<file path="src/rtl/btn_debounce_counter.sv">
// Push-button conditioner: 2-FF synchronizer, debounce FSM, one-cycle press /
// release / long-press pulses and an 8-bit wrapping press counter.
module btn_debounce_counter #(
  parameter int CLK_FREQ       = 100_000_000,
  parameter int DEBOUNCE_MS    = 20,
  parameter int LONG_PRESS_MS  = 1000,
  parameter bit BTN_ACTIVE_LOW = 1'b1
) (
  input  logic       clk,
  input  logic       rst_n,
  input  logic       btn_in,
  input  logic       clr_count,
  output logic       btn_level,
  output logic       press_pulse,
  output logic       release_pulse,
  output logic       long_pulse,
  output logic [7:0] press_count
);

  localparam int DB_CYCLES = CLK_FREQ / 1000 * DEBOUNCE_MS;
  localparam int LP_CYCLES = CLK_FREQ / 1000 * LONG_PRESS_MS;
  localparam int DB_W      = $clog2(DB_CYCLES);
  localparam int LP_W      = $clog2(LP_CYCLES);
  localparam logic [DB_W-1:0] DB_LAST  = DB_W'(DB_CYCLES - 1);
  localparam logic [LP_W-1:0] LP_LAST  = LP_W'(LP_CYCLES - 1);
  localparam logic            PIN_IDLE = BTN_ACTIVE_LOW;

  typedef enum logic [1:0] {
    RELEASED, PRESS_CHK, PRESSED, RELEASE_CHK
  } state_t;

  state_t          r_state, w_state_nxt;
  logic            r_sync1, r_sync2;
  logic            w_s;
  logic [DB_W-1:0] r_db;
  logic [LP_W-1:0] r_hold;
  logic            r_lp_done;
  logic            r_level, r_press, r_rel, r_long;
  logic [7:0]      r_cnt;
  logic            w_press, w_rel, w_long, w_db_clr;

  // Synchronizer idles at the released pin level so reset never looks like a press.
  always_ff @(posedge clk or negedge rst_n) begin
    if (!rst_n) begin
      r_sync1 <= PIN_IDLE;
      r_sync2 <= PIN_IDLE;
    end else begin
      r_sync1 <= btn_in;
      r_sync2 <= r_sync1;
    end
  end

  assign w_s = r_sync2 ^ PIN_IDLE;

  always_ff @(posedge clk or negedge rst_n) begin
    if (!rst_n) r_state <= RELEASED;
    else        r_state <= w_state_nxt;
  end

  always_comb begin
    w_state_nxt = r_state;
    w_press     = 1'b0;
    w_rel       = 1'b0;
    w_long      = 1'b0;
    w_db_clr    = 1'b0;
    case (r_state)
      RELEASED: begin
        if (w_s) begin
          w_state_nxt = PRESS_CHK;
          w_db_clr    = 1'b1;
        end
      end
      PRESS_CHK: begin
        if (!w_s) begin
          w_state_nxt = RELEASED;
        end else if (r_db == DB_LAST) begin
          w_state_nxt = PRESSED;
          w_press     = 1'b1;
        end
      end
      PRESSED: begin
        w_long = (r_hold == LP_LAST) && !r_lp_done;
        if (!w_s) begin
          w_state_nxt = RELEASE_CHK;
          w_db_clr    = 1'b1;
        end
      end
      RELEASE_CHK: begin
        if (w_s) begin
          w_state_nxt = PRESSED;
        end else if (r_db == DB_LAST) begin
          w_state_nxt = RELEASED;
          w_rel       = 1'b1;
        end
      end
      default: w_state_nxt = RELEASED;
    endcase
  end

  always_ff @(posedge clk or negedge rst_n) begin
    if (!rst_n) begin
      r_db      <= '0;
      r_hold    <= '0;
      r_lp_done <= 1'b0;
      r_level   <= 1'b0;
      r_press   <= 1'b0;
      r_rel     <= 1'b0;
      r_long    <= 1'b0;
      r_cnt     <= 8'd0;
    end else begin
      r_press <= w_press;
      r_rel   <= w_rel;
      r_long  <= w_long;

      if (w_press)    r_level <= 1'b1;
      else if (w_rel) r_level <= 1'b0;

      if (w_db_clr)
        r_db <= '0;
      else if (r_state == PRESS_CHK || r_state == RELEASE_CHK)
        r_db <= r_db + 1'b1;

      // Hold timer only advances in PRESSED, so a release glitch pauses it.
      if (w_press) begin
        r_hold    <= '0;
        r_lp_done <= 1'b0;
      end else if (r_state == PRESSED) begin
        if (r_hold != LP_LAST) r_hold <= r_hold + 1'b1;
        if (w_long)            r_lp_done <= 1'b1;
      end

      // Clear takes effect before the increment when both land together.
      if (w_press)        r_cnt <= (clr_count ? 8'd0 : r_cnt) + 8'd1;
      else if (clr_count) r_cnt <= 8'd0;
    end
  end

  assign btn_level     = r_level;
  assign press_pulse   = r_press;
  assign release_pulse = r_rel;
  assign long_pulse    = r_long;
  assign press_count   = r_cnt;

endmodule

</file>
<file path="config.mk">
export PLATFORM = sky130hd
export DESIGN_NAME = btn_debounce_counter
export DESIGN_NICKNAME = d
export VERILOG_FILES = /design/src/rtl/btn_debounce_counter.sv
export SDC_FILE = /design/constraint.sdc
export NUM_CORES = 1
export LEC_CHECK = 0
export ABC_CLOCK_PERIOD_IN_PS = 2750
export CORE_MARGIN = 2
export CORE_UTILIZATION = 30
export CTS_BUF_LIST = sky130_fd_sc_hd__clkbuf_8
export CTS_CLUSTER_SIZE = 12
export DETAILED_ROUTE_END_ITERATION = 10
export GPL_ROUTABILITY_DRIVEN = 0
export HOLD_SLACK_MARGIN = 0.06
export PLACE_DENSITY = 0.53
export SLEW_MARGIN = 30
export SYNTH_ARGS = -nofsm -noshare
export SYNTH_HDL_FRONTEND = slang
export SYNTH_SLANG_ARGS = --single-unit
</file>
<file path="constraint.sdc">
create_clock -name clk -period 2.75 [get_ports clk]
set_input_delay 0.55 -clock clk [delete_from_list [all_inputs] [get_ports clk]]
set_output_delay 0.55 -clock clk [all_outputs]
set_load 0.01 [all_outputs]
</file>
# After elaboration in Yosys (flattened, before gate mapping)
# Cells that the tools add are included.
dict set report totals {
  register_bits 65
  input_bits 4
  out_inout_bits 12
  word_cells 64
}
dict set report op_classes {
  n_addsub 3
  eq_ne 10
  mux 28
  reduce_logical 12
}
# operator count
set ops {}
lappend ops {{27-bit two-way mux} 3}
lappend ops {{21-bit two-way mux} 2}
lappend ops {{27-bit by 1-bit adder with 27-bit output (second input constant)} 1}
lappend ops {{27-bit equality test (second input constant)} 1}
lappend ops {{27-bit != test (second input constant)} 1}
lappend ops {{21-bit by 1-bit adder with 21-bit output (second input constant)} 1}
lappend ops {{21-bit equality test (second input constant)} 1}
lappend ops {{8-bit two-way mux} 2}
lappend ops {{1-bit two-way mux} 13}
lappend ops {{2-bit two-way mux} 6}
lappend ops {{2-bit nonzero test} 5}
lappend ops {{8-bit by 1-bit adder with 8-bit output (second input constant)} 1}
lappend ops {{2-bit case mux with 4 select lines} 1}
lappend ops {{3-bit != test (second input constant)} 2}
lappend ops {{2-bit equality test (second input constant)} 2}
lappend ops {{2-bit != test (second input constant)} 2}
lappend ops {{2-bit AND reduction} 2}
lappend ops {{4-bit AND reduction} 1}
lappend ops {{2-bit by 1-bit equality test with 1-bit output (second input constant)} 1}
lappend ops {{2-bit zero test} 1}
lappend ops {{1-bit case mux with 2 select lines} 1}
lappend ops {{1-bit logical AND} 1}
lappend ops {{1-bit zero test} 1}
lappend ops {{1-bit logical OR} 1}

# Depth between registers and ports, before layout
# Gate-level depths: netlist (run 1).
dict set report logic_depth {
  depth_word 6
  mapped_depth 7
  ltp_nobuf 6
}

# Least setup slack after synthesis (run 1)
# OpenSTA, ideal clock, no wires.
dict set report synth_path {
  kind {register to register}
  from {register r_db[14]}
  to {register r_cnt[4] (netlist: press_count[4])}
  setup_ns 0.077
  arrival_time_ns 2.072
  t_required_ns 2.673
  slack_ns 0.601
  path_stages_with_launch 6
  path_buffers 1
  period_less_slack_ns 2.149
  path_cell_list {dfrtp_1 > or4_1 > or4_1 > buf_2 > or3_1 > a21oi_1}
}
dict set report synth_between {
  elab_chain_len 5
}
# item line_no
set synth_lines {}
lappend synth_lines {{from (decl)} 35} ;# logic [DB_W-1:0] r_db;
lappend synth_lines {{from (signal assigned)} 121} ;# r_db <= r_db + 1'b1;
lappend synth_lines {{21-bit equality test} 76} ;# end else if (r_db == DB_LAST) begin
lappend synth_lines {{1-bit two-way mux} 76}
lappend synth_lines {{1-bit two-way mux} 74} ;# if (!w_s) begin
lappend synth_lines {{1-bit two-way mux} 66} ;# case (r_state)
lappend synth_lines {{8-bit two-way mux} 133} ;# if (w_press) r_cnt <= (clr_count ? 8'd0 : r_cnt) + 8'd1;
lappend synth_lines {{to (signal assigned)} 133}
lappend synth_lines {{to (decl)} 39} ;# logic [7:0] r_cnt;
# No other way between the ends.
# A chain may end at the register's enable or synchronous reset.

# Worst setup path after layout (run 1)
dict set report layout_path {
  from {register r_db[14]}
  to {register r_cnt[6] (netlist: press_count[6])}
}
# The elaborated chain is that of the path after synthesis.

==> implementation parameters, run 1 <==
Parameter                              Value

Clock tree
  Maximum root-to-sink buffer count ... 2
  Clock latency on the worst-skew pair ... between 0.3 and 0.4 ns
  Post-cts gate resize count ... 0
  Root buffer cell ... sky130_fd_sc_hd__clkbuf_8
  Post-CTS setup buffers ... 0
  Clock tree from TritonCTS ... yes
  Clock-pin slew on the worst setup and hold paths ... about 0.070 ns
  Post-cts hold buffer count ... 0
  Number of clock buffers inserted by TritonCTS ... 9
  Sinks on Clock Net ... 65
  H-tree depth ... 3

STA
  Tmin final ... 2.34 ns
  Final worst setup slack ... between 0.4 and 0.5 ns
  RSZ-0062 raised after global routing ... no
  Largest clock skew in the final design ... 0.00951 ns
  Tightest hold margin ... roughly 0.23 ns
  Highest clock frequency the design can meet ... about 0.43 GHz
  Total negative slack ... 0 ns
  Final number of setup-violating endpoints ... 0
  Least-Margin Pin Slew ... between 0.6 and 0.7 ns
  Final number of hold-violating endpoints ... 0
  Final critical-path share of the clock period ... between 80% and 90%
  Slew HR ... around 56%
  Number of pins exceeding their max-slew limit in the final report ... 0

Run
  Reported max-cap violation count ... 0

Global route
  Number of antenna violations at the first check in global routing ... 0
  Global router's overall resource usage ... 12.7%
  Wire length of the first global-routing pass ... around 11 mm
  Vias in the first global route ... 2289
  GRT met3 Usage ... 3.28%
  Overflow after GRT ... 0
  Met1 Usage GRT ... 16.6%
  Pin count of the biggest net entering global routing ... 39
  GR Layer Usage met2 ... about 20%
  Grt peak-use layer ... met2

Final layout
  Most used cells in the layout excluding fill and tap cells ... 63 x sky130_fd_sc_hd__dfrtp_1, 36 x sky130_fd_sc_hd__nand2_1, 31 x sky130_fd_sc_hd__nor2_1
  Max FFs per register ... 27
  Fill count ... roughly 1100
  Nets ... 358
  Leading cell type in the layout, fill and taps excluded ... sky130_fd_sc_hd__dfrtp_1
  Non-filler instance count after layout ... between 400 and 500
  Area of all sequential standard cells ... 1630 um^2
  Share of cells above drive strength 1 ... 7.02%
  Register containing the most flip-flops in the final layout ... r_hold
  Layout-stage area growth over the synthesis result ... 16.8%
  Diode count ... 0
  Multi-input gate area ... around 1500 um^2

Setup path
  Data arrival at the endpoint of the critical path ... 2.60 ns
  Crit. End Element ... register
  Buffers plus inverters on the worst setup path ... 0
  Critical-path top delay cell ... sky130_fd_sc_hd__or4_1
  CP cell instances ... or4_1 -> or4_1 -> or3_1 -> a21oi_1
  Crit path top cell by count ... sky130_fd_sc_hd__or4_1
  Critical path class ... register to register
  Critical Path Fanout Max ... 9
  CP startpoint kind ... register
  CP Data Required Time ... about 3.0 ns
  Delay of the slowest cell on the worst path ... roughly 0.68 ns
  Category of cells accounting for the largest share of critical-path delay ... simple AND/OR/NAND/NOR gates

Pwr
  Clk network pwr share ... ~45%
  Switching power summed over all nets ... approximately 0.4 mW
  Sequential share of power ... between 50% and 60%
  Total power of the final layout ... 1.87 mW
  Leakage Power ... ~1.5 nW
  Cell area power density ... 503 nW/um^2
  Maximum vdd drop ... around 250 uV
  Power share of the combinational group ... about 2.9%
  Switching share of total power ... between 20 and 25%
  Internal power summed over all cells ... approximately 1.5 mW

Placement
  Count of input and output buffers ... 15
  Placed Cells incl. Taps ... 476
  Pre-CTS worst setup slack ... between 0.4 and 0.5 ns
  Placed wire-length estimate ... about 4.7 mm

Logic synthesis
  Most used DFF post-synth ... sky130_fd_sc_hd__dfrtp_1
  EDFF count, synth ... 0
  Post-synthesis cell area ... about 3200 um^2
  Syn Area/Cell ... roughly 9.7 um^2
  Yosys warns ... 0
  Sequential fraction of the synthesis area ... between 50% and 60%
  Nets in the synthesized netlist ... roughly 340
  Synthesis-stage register bit count ... 65
  Share of async-settable or async-resettable flops after synthesis ... between 90% and 100%
  Number of unique standard cell types used by synthesis ... 36
  Synthesized netlist cell count ... between 300 and 400

Detailed routing
  Drt total wl ... ~6.7 mm
  Drt initial violations ... 71
  Number of search-and-repair iterations in the first detailed-routing pass ... 5
  Avg WL per Cell ... 13.7 um
  Vias per Instance ... around 5
  Residual antenna-violating net count after detailed routing ... 0
  Detailed-route via count ... between 2000 and 2500
  DRC violation count after routing ... 0

Floorplan
  Die Span Y ... about 110 um
  Area of the core ... slightly above 10000 um^2
  Boundary pin count ... 16
  # rows ... 37
  Effective utilization at floorplan ... about 31%
  Die span in x ... ~110 um
  Die footprint ... 11500 um^2

Status
  Result of the run ... complete, no violations

Hold path
  Class of the tightest hold or removal check ... input pin to asynchronous set/reset pin
cell usage after synthesis, types with 3 or more instances:
cell type / count / area, um^2
sky130_fd_sc_hd__and3_1: 4 / 25.0
sky130_fd_sc_hd__nand3_1: 20 / 100
sky130_fd_sc_hd__or3_1: 9 / 56.3
sky130_fd_sc_hd__xnor2_1: 20 / 175
sky130_fd_sc_hd__or4_1: 7 / 52.6
sky130_fd_sc_hd__and4_1: 8 / 70.1
sky130_fd_sc_hd__clkbuf_1: 6 / 22.5
sky130_fd_sc_hd__and2_1: 3 / 18.8
sky130_fd_sc_hd__mux2i_1: 8 / 80.1
sky130_fd_sc_hd__nor4_1: 8 / 50.1
sky130_fd_sc_hd__o31ai_1: 7 / 52.6
sky130_fd_sc_hd__inv_1: 10 / 37.5
sky130_fd_sc_hd__nand4_1: 13 / 81.3
sky130_fd_sc_hd__nand2_1: 36 / 135
sky130_fd_sc_hd__nor2b_1: 4 / 25.0
sky130_fd_sc_hd__o211ai_1: 6 / 45.0
sky130_fd_sc_hd__dfrtp_1: 63 / 1580
sky130_fd_sc_hd__a21oi_1: 12 / 60.1
sky130_fd_sc_hd__nor3_1: 12 / 60.1
sky130_fd_sc_hd__nor2_1: 31 / 116
sky130_fd_sc_hd__xor2_1: 7 / 61.3
sky130_fd_sc_hd__ha_1: 3 / 37.5
sky130_fd_sc_hd__o21ai_0: 15 / 75.1
power by group through the flow:
stage	registers, mW	logic (mW)	clock network, mW
6_report	0.981	0.0540	0.836
5_1_grt	0.984	0.0638	0.909
4_1_cts	0.981	0.0572	0.868
3_5_place_dp	1.00	0.0567	0
3_3_place_gp	0.999	0.0559	0
2_1_floorplan	0.994	0.0239	0
per-layer routing:
metal | part of all wire (%) | wire, um
met1 | 49 | 3280
met2 | 47 | 3160
met3 | 2.6 | 173
met4 | 1.7 | 112
met5 | 0 | 0
path summary, 6_finish.rpt:
path	slack, ns	cells past startpoint	start	endpoint
max in group asynchronous	1.88	2	rst_n	r_db[20]$_DFFE_PN0P_
min in group clk	0.36	0	r_sync1$_DFF_PN1_	r_sync2$_DFF_PN1_
hold / removal	0.23	1	rst_n	r_hold[4]$_DFFE_PN0P_
setup / recovery	0.41	4	r_db[14]$_DFFE_PN0P_	press_count[6]$_DFF_PN0_
setup reg to reg	0.41	4	r_db[14]$_DFFE_PN0P_	press_count[6]$_DFF_PN0_
hold reg to reg	0.36	0	r_sync1$_DFF_PN1_	r_sync2$_DFF_PN1_
cell type report:
cell class / count / share of cell area, %
Clock buffer: 12 / 4.44
Multi-Input combinational cell: 245 / 39.9
Tap cell: 136 / 4.57
Timing Repair Buffer: 19 / 5.04
Clock inverter: 4 / 1.14
Sequential cell: 65 / 43.8
Inverter: 11 / 1.11
metrics by stage:
stage          cell area (um^2)  util [%]
3_5_place_dp               3510      34.0
5_1_grt                    3720      36.0
2_1_floorplan              3190         -
3_3_place_gp               3510      34.0
4_1_cts                    3720      36.0
6_report                   3720      36.0
worst reg2reg max path, stage by stage (launching register included):
cell	delay [ns]
sky130_fd_sc_hd__dfrtp_1	0.42
sky130_fd_sc_hd__or4_1	0.62
sky130_fd_sc_hd__or4_1	0.68
sky130_fd_sc_hd__or3_1	0.39
sky130_fd_sc_hd__a21oi_1	0.15
cell families (layout without fill, tap and decap cells):
kind of cell,after synthesis,after routing,synth area share [%]
AO/OA/AOI/OAI,43,43,8.05
XOR/XNOR,27,27,7.42
adder cells (fa/ha/maj),3,3,1.18
buffers and inverters,20,46,2.44
flip-flops,65,65,51.1
multiplexers,8,8,2.51
AND/OR/NAND/NOR,164,164,27.3
No activity file was read; power rests on OpenSTA's default activity.
==> inputs of run 2 (changes only) <==
PLACE_DENSITY = 0.5   (was 0.53)
SKIP_CTS_REPAIR_TIMING = 1   (was default)
SLEW_MARGIN = default   (was 30)
==> implementation parameters, run 2 (synthesis gave the netlist of run 1 again) <==
Parameter                              Value

Status
  Result of the run ... complete, no violations

Setup path
  Worst R2R Path Depth ... 4
  Data arrival at the endpoint of the critical path ... between 2 and 3 ns
  Critical Path Fanout Max ... 9
  Launch point of the worst reg-to-reg path ... r_db[14]$_DFFE_PN0P_
  Worst setup path startpoint ... r_db[14]$_DFFE_PN0P_
  CP cell instances ... or4_1 -> or4_1 -> or3_1 -> a21oi_1
  Worst R2R End ... press_count[6]$_DFF_PN0_
  Delay of the slowest cell on the worst path ... 0.69 ns
  Critical path destination ... press_count[6]$_DFF_PN0_
  Critical path class ... register to register
  Register-to-register setup slack ... about 0.43 ns
  Critical-path top delay cell ... sky130_fd_sc_hd__or4_1
  CP Data Required Time ... 3.01 ns
  Crit path top cell by count ... sky130_fd_sc_hd__or4_1
  Crit. End Element ... register
  CP startpoint kind ... register

STA
  Final number of setup-violating endpoints ... 0
  RSZ-0062 raised after global routing ... no
  Number of pins exceeding their max-slew limit in the final report ... 0
  Least-Margin Pin Slew ... 0.641 ns
  Final worst setup slack ... approximately 0.43 ns
  Total negative slack ... 0 ns
  Tightest hold margin ... about 0.22 ns
  Largest clock skew in the final design ... approximately 0.011 ns
  Final critical-path share of the clock period ... between 80 and 90%
  Final number of hold-violating endpoints ... 0
  Tmin final ... around 2.3 ns
  Highest clock frequency the design can meet ... between 0.4 and 0.5 GHz
  Slew HR ... between 50% and 60%

Placement
  Placed Cells incl. Taps ... between 400 and 500
  Post-Place Cell Area ... between 3000 and 4000 um^2
  Pre-CTS worst setup slack ... about 0.43 ns
  Placed wire-length estimate ... between 4 and 5 mm
  Count of input and output buffers ... 15

Clock tree
  Sinks on Clock Net ... between 60 and 70
  Clock latency on the worst-skew pair ... ~0.33 ns
  Clock tree from TritonCTS ... yes
  Maximum root-to-sink buffer count ... 2
  H-tree depth ... 3
  Clock-pin slew on the worst setup and hold paths ... ~0.070 ns
  Number of clock buffers inserted by TritonCTS ... 9
  Root buffer cell ... sky130_fd_sc_hd__clkbuf_8

Global route
  Overflow after GRT ... 0
  Global router's overall resource usage ... about an eighth
  Number of antenna violations at the first check in global routing ... 0
  Vias in the first global route ... about 2400
  Wire length of the first global-routing pass ... 11.7 mm
  Pin count of the biggest net entering global routing ... 42

Detailed routing
  Drt initial violations ... roughly 120
  Avg WL per Cell ... 13.8 um
  Vias per Instance ... between 5 and 6
  Number of search-and-repair iterations in the first detailed-routing pass ... 4
  Residual antenna-violating net count after detailed routing ... 0
  DRC violation count after routing ... 0
  Detailed-route via count ... approximately 2500
  Drt total wl ... ~6.8 mm

Floorplan
  Die footprint ... between 10000 and 15000 um^2
  Die Span Y ... ~110 um
  Boundary pin count ... 16
  Effective utilization at floorplan ... between 30 and 40%
  Die span in x ... roughly 110 um
  Area of the core ... 10300 um^2
  # rows ... 37

Pwr
  Maximum vdd drop ... around 270 uV
  Leakage Power ... about 1.5 nW
  Cell area power density ... roughly 500 nW/um^2

Final layout
  Multi-input gate area ... between 1000 and 1500 um^2
  Most used cells in the layout excluding fill and tap cells ... 63 x sky130_fd_sc_hd__dfrtp_1, 36 x sky130_fd_sc_hd__nand2_1, 31 x sky130_fd_sc_hd__nor2_1
  Final standard cell area without fillers ... approximately 3700 um^2
  Layout-stage area growth over the synthesis result ... 16.7%
  Nets ... 359
  Share of cells above drive strength 1 ... ~7.3%
  Max FFs per register ... 27
  Non-filler instance count after layout ... ~490
  Register containing the most flip-flops in the final layout ... r_hold
  Fill count ... 1055
  Area of all sequential standard cells ... approximately 1600 um^2
  Diode count ... 0
  Leading cell type in the layout, fill and taps excluded ... sky130_fd_sc_hd__dfrtp_1

Run
  Reported max-cap violation count ... 0

Hold path
  Class of the tightest hold or removal check ... input pin to asynchronous set/reset pin
run 2: layout make-up:
type                       count  area share [%]
clock buffer                  11            4.07
clock inverter                 4            1.18
inverter                      11            1.11
multi-input combinational    245            40.0
sequential                    65            43.8
tap                          136            4.58
timing repair buffer          20            5.25
run 2: worst min-delay path by stage:
stage | start | to | slack [ns]
CTS | rst_n | r_hold[15]$_DFFE_PN0P_ | 0.22
global route | rst_n | r_hold[7]$_DFFE_PN0P_ | 0.23
global placement | r_sync1$_DFF_PN1_ | r_sync2$_DFF_PN1_ | 0.35
detailed placement | r_sync1$_DFF_PN1_ | r_sync2$_DFF_PN1_ | 0.35
floorplan | rst_n | asynchronous set/reset pin | 0.25
finish | rst_n | r_hold[7]$_DFFE_PN0P_ | 0.22
run 2: critical path: cells and delay by family (launching register included):
kind             cells  cell delay (ns)
AND/OR/NAND/NOR      3             1.70
flip-flops           1             0.41
AO/OA/AOI/OAI        1             0.14
run 2: routing by layer:
layer | GRT usage [%] | vias to the layer above | wire length (um)
met5 | 0 | - | 0
li1 | - | 1234 | -
met3 | 4.74 | 7 | 264
met1 | 17.5 | 1215 | 3330
met2 | 19.8 | 40 | 3110
met4 | 2.78 | 0 | 66
run 2: through the flow:
step	power (mW)	utilization (%)
6_report	1.85	36.0
5_1_grt	1.94	36.0
4_1_cts	1.88	36.0
3_5_place_dp	1.05	34.1
3_3_place_gp	1.05	34.1
2_1_floorplan	1.02	-
run 2: report_power, final:
group / internal [mW] / switching, mW
Sequential: 0.968 / 0.0126
Combinational: 0.0164 / 0.0370
Clock: 0.457 / 0.358
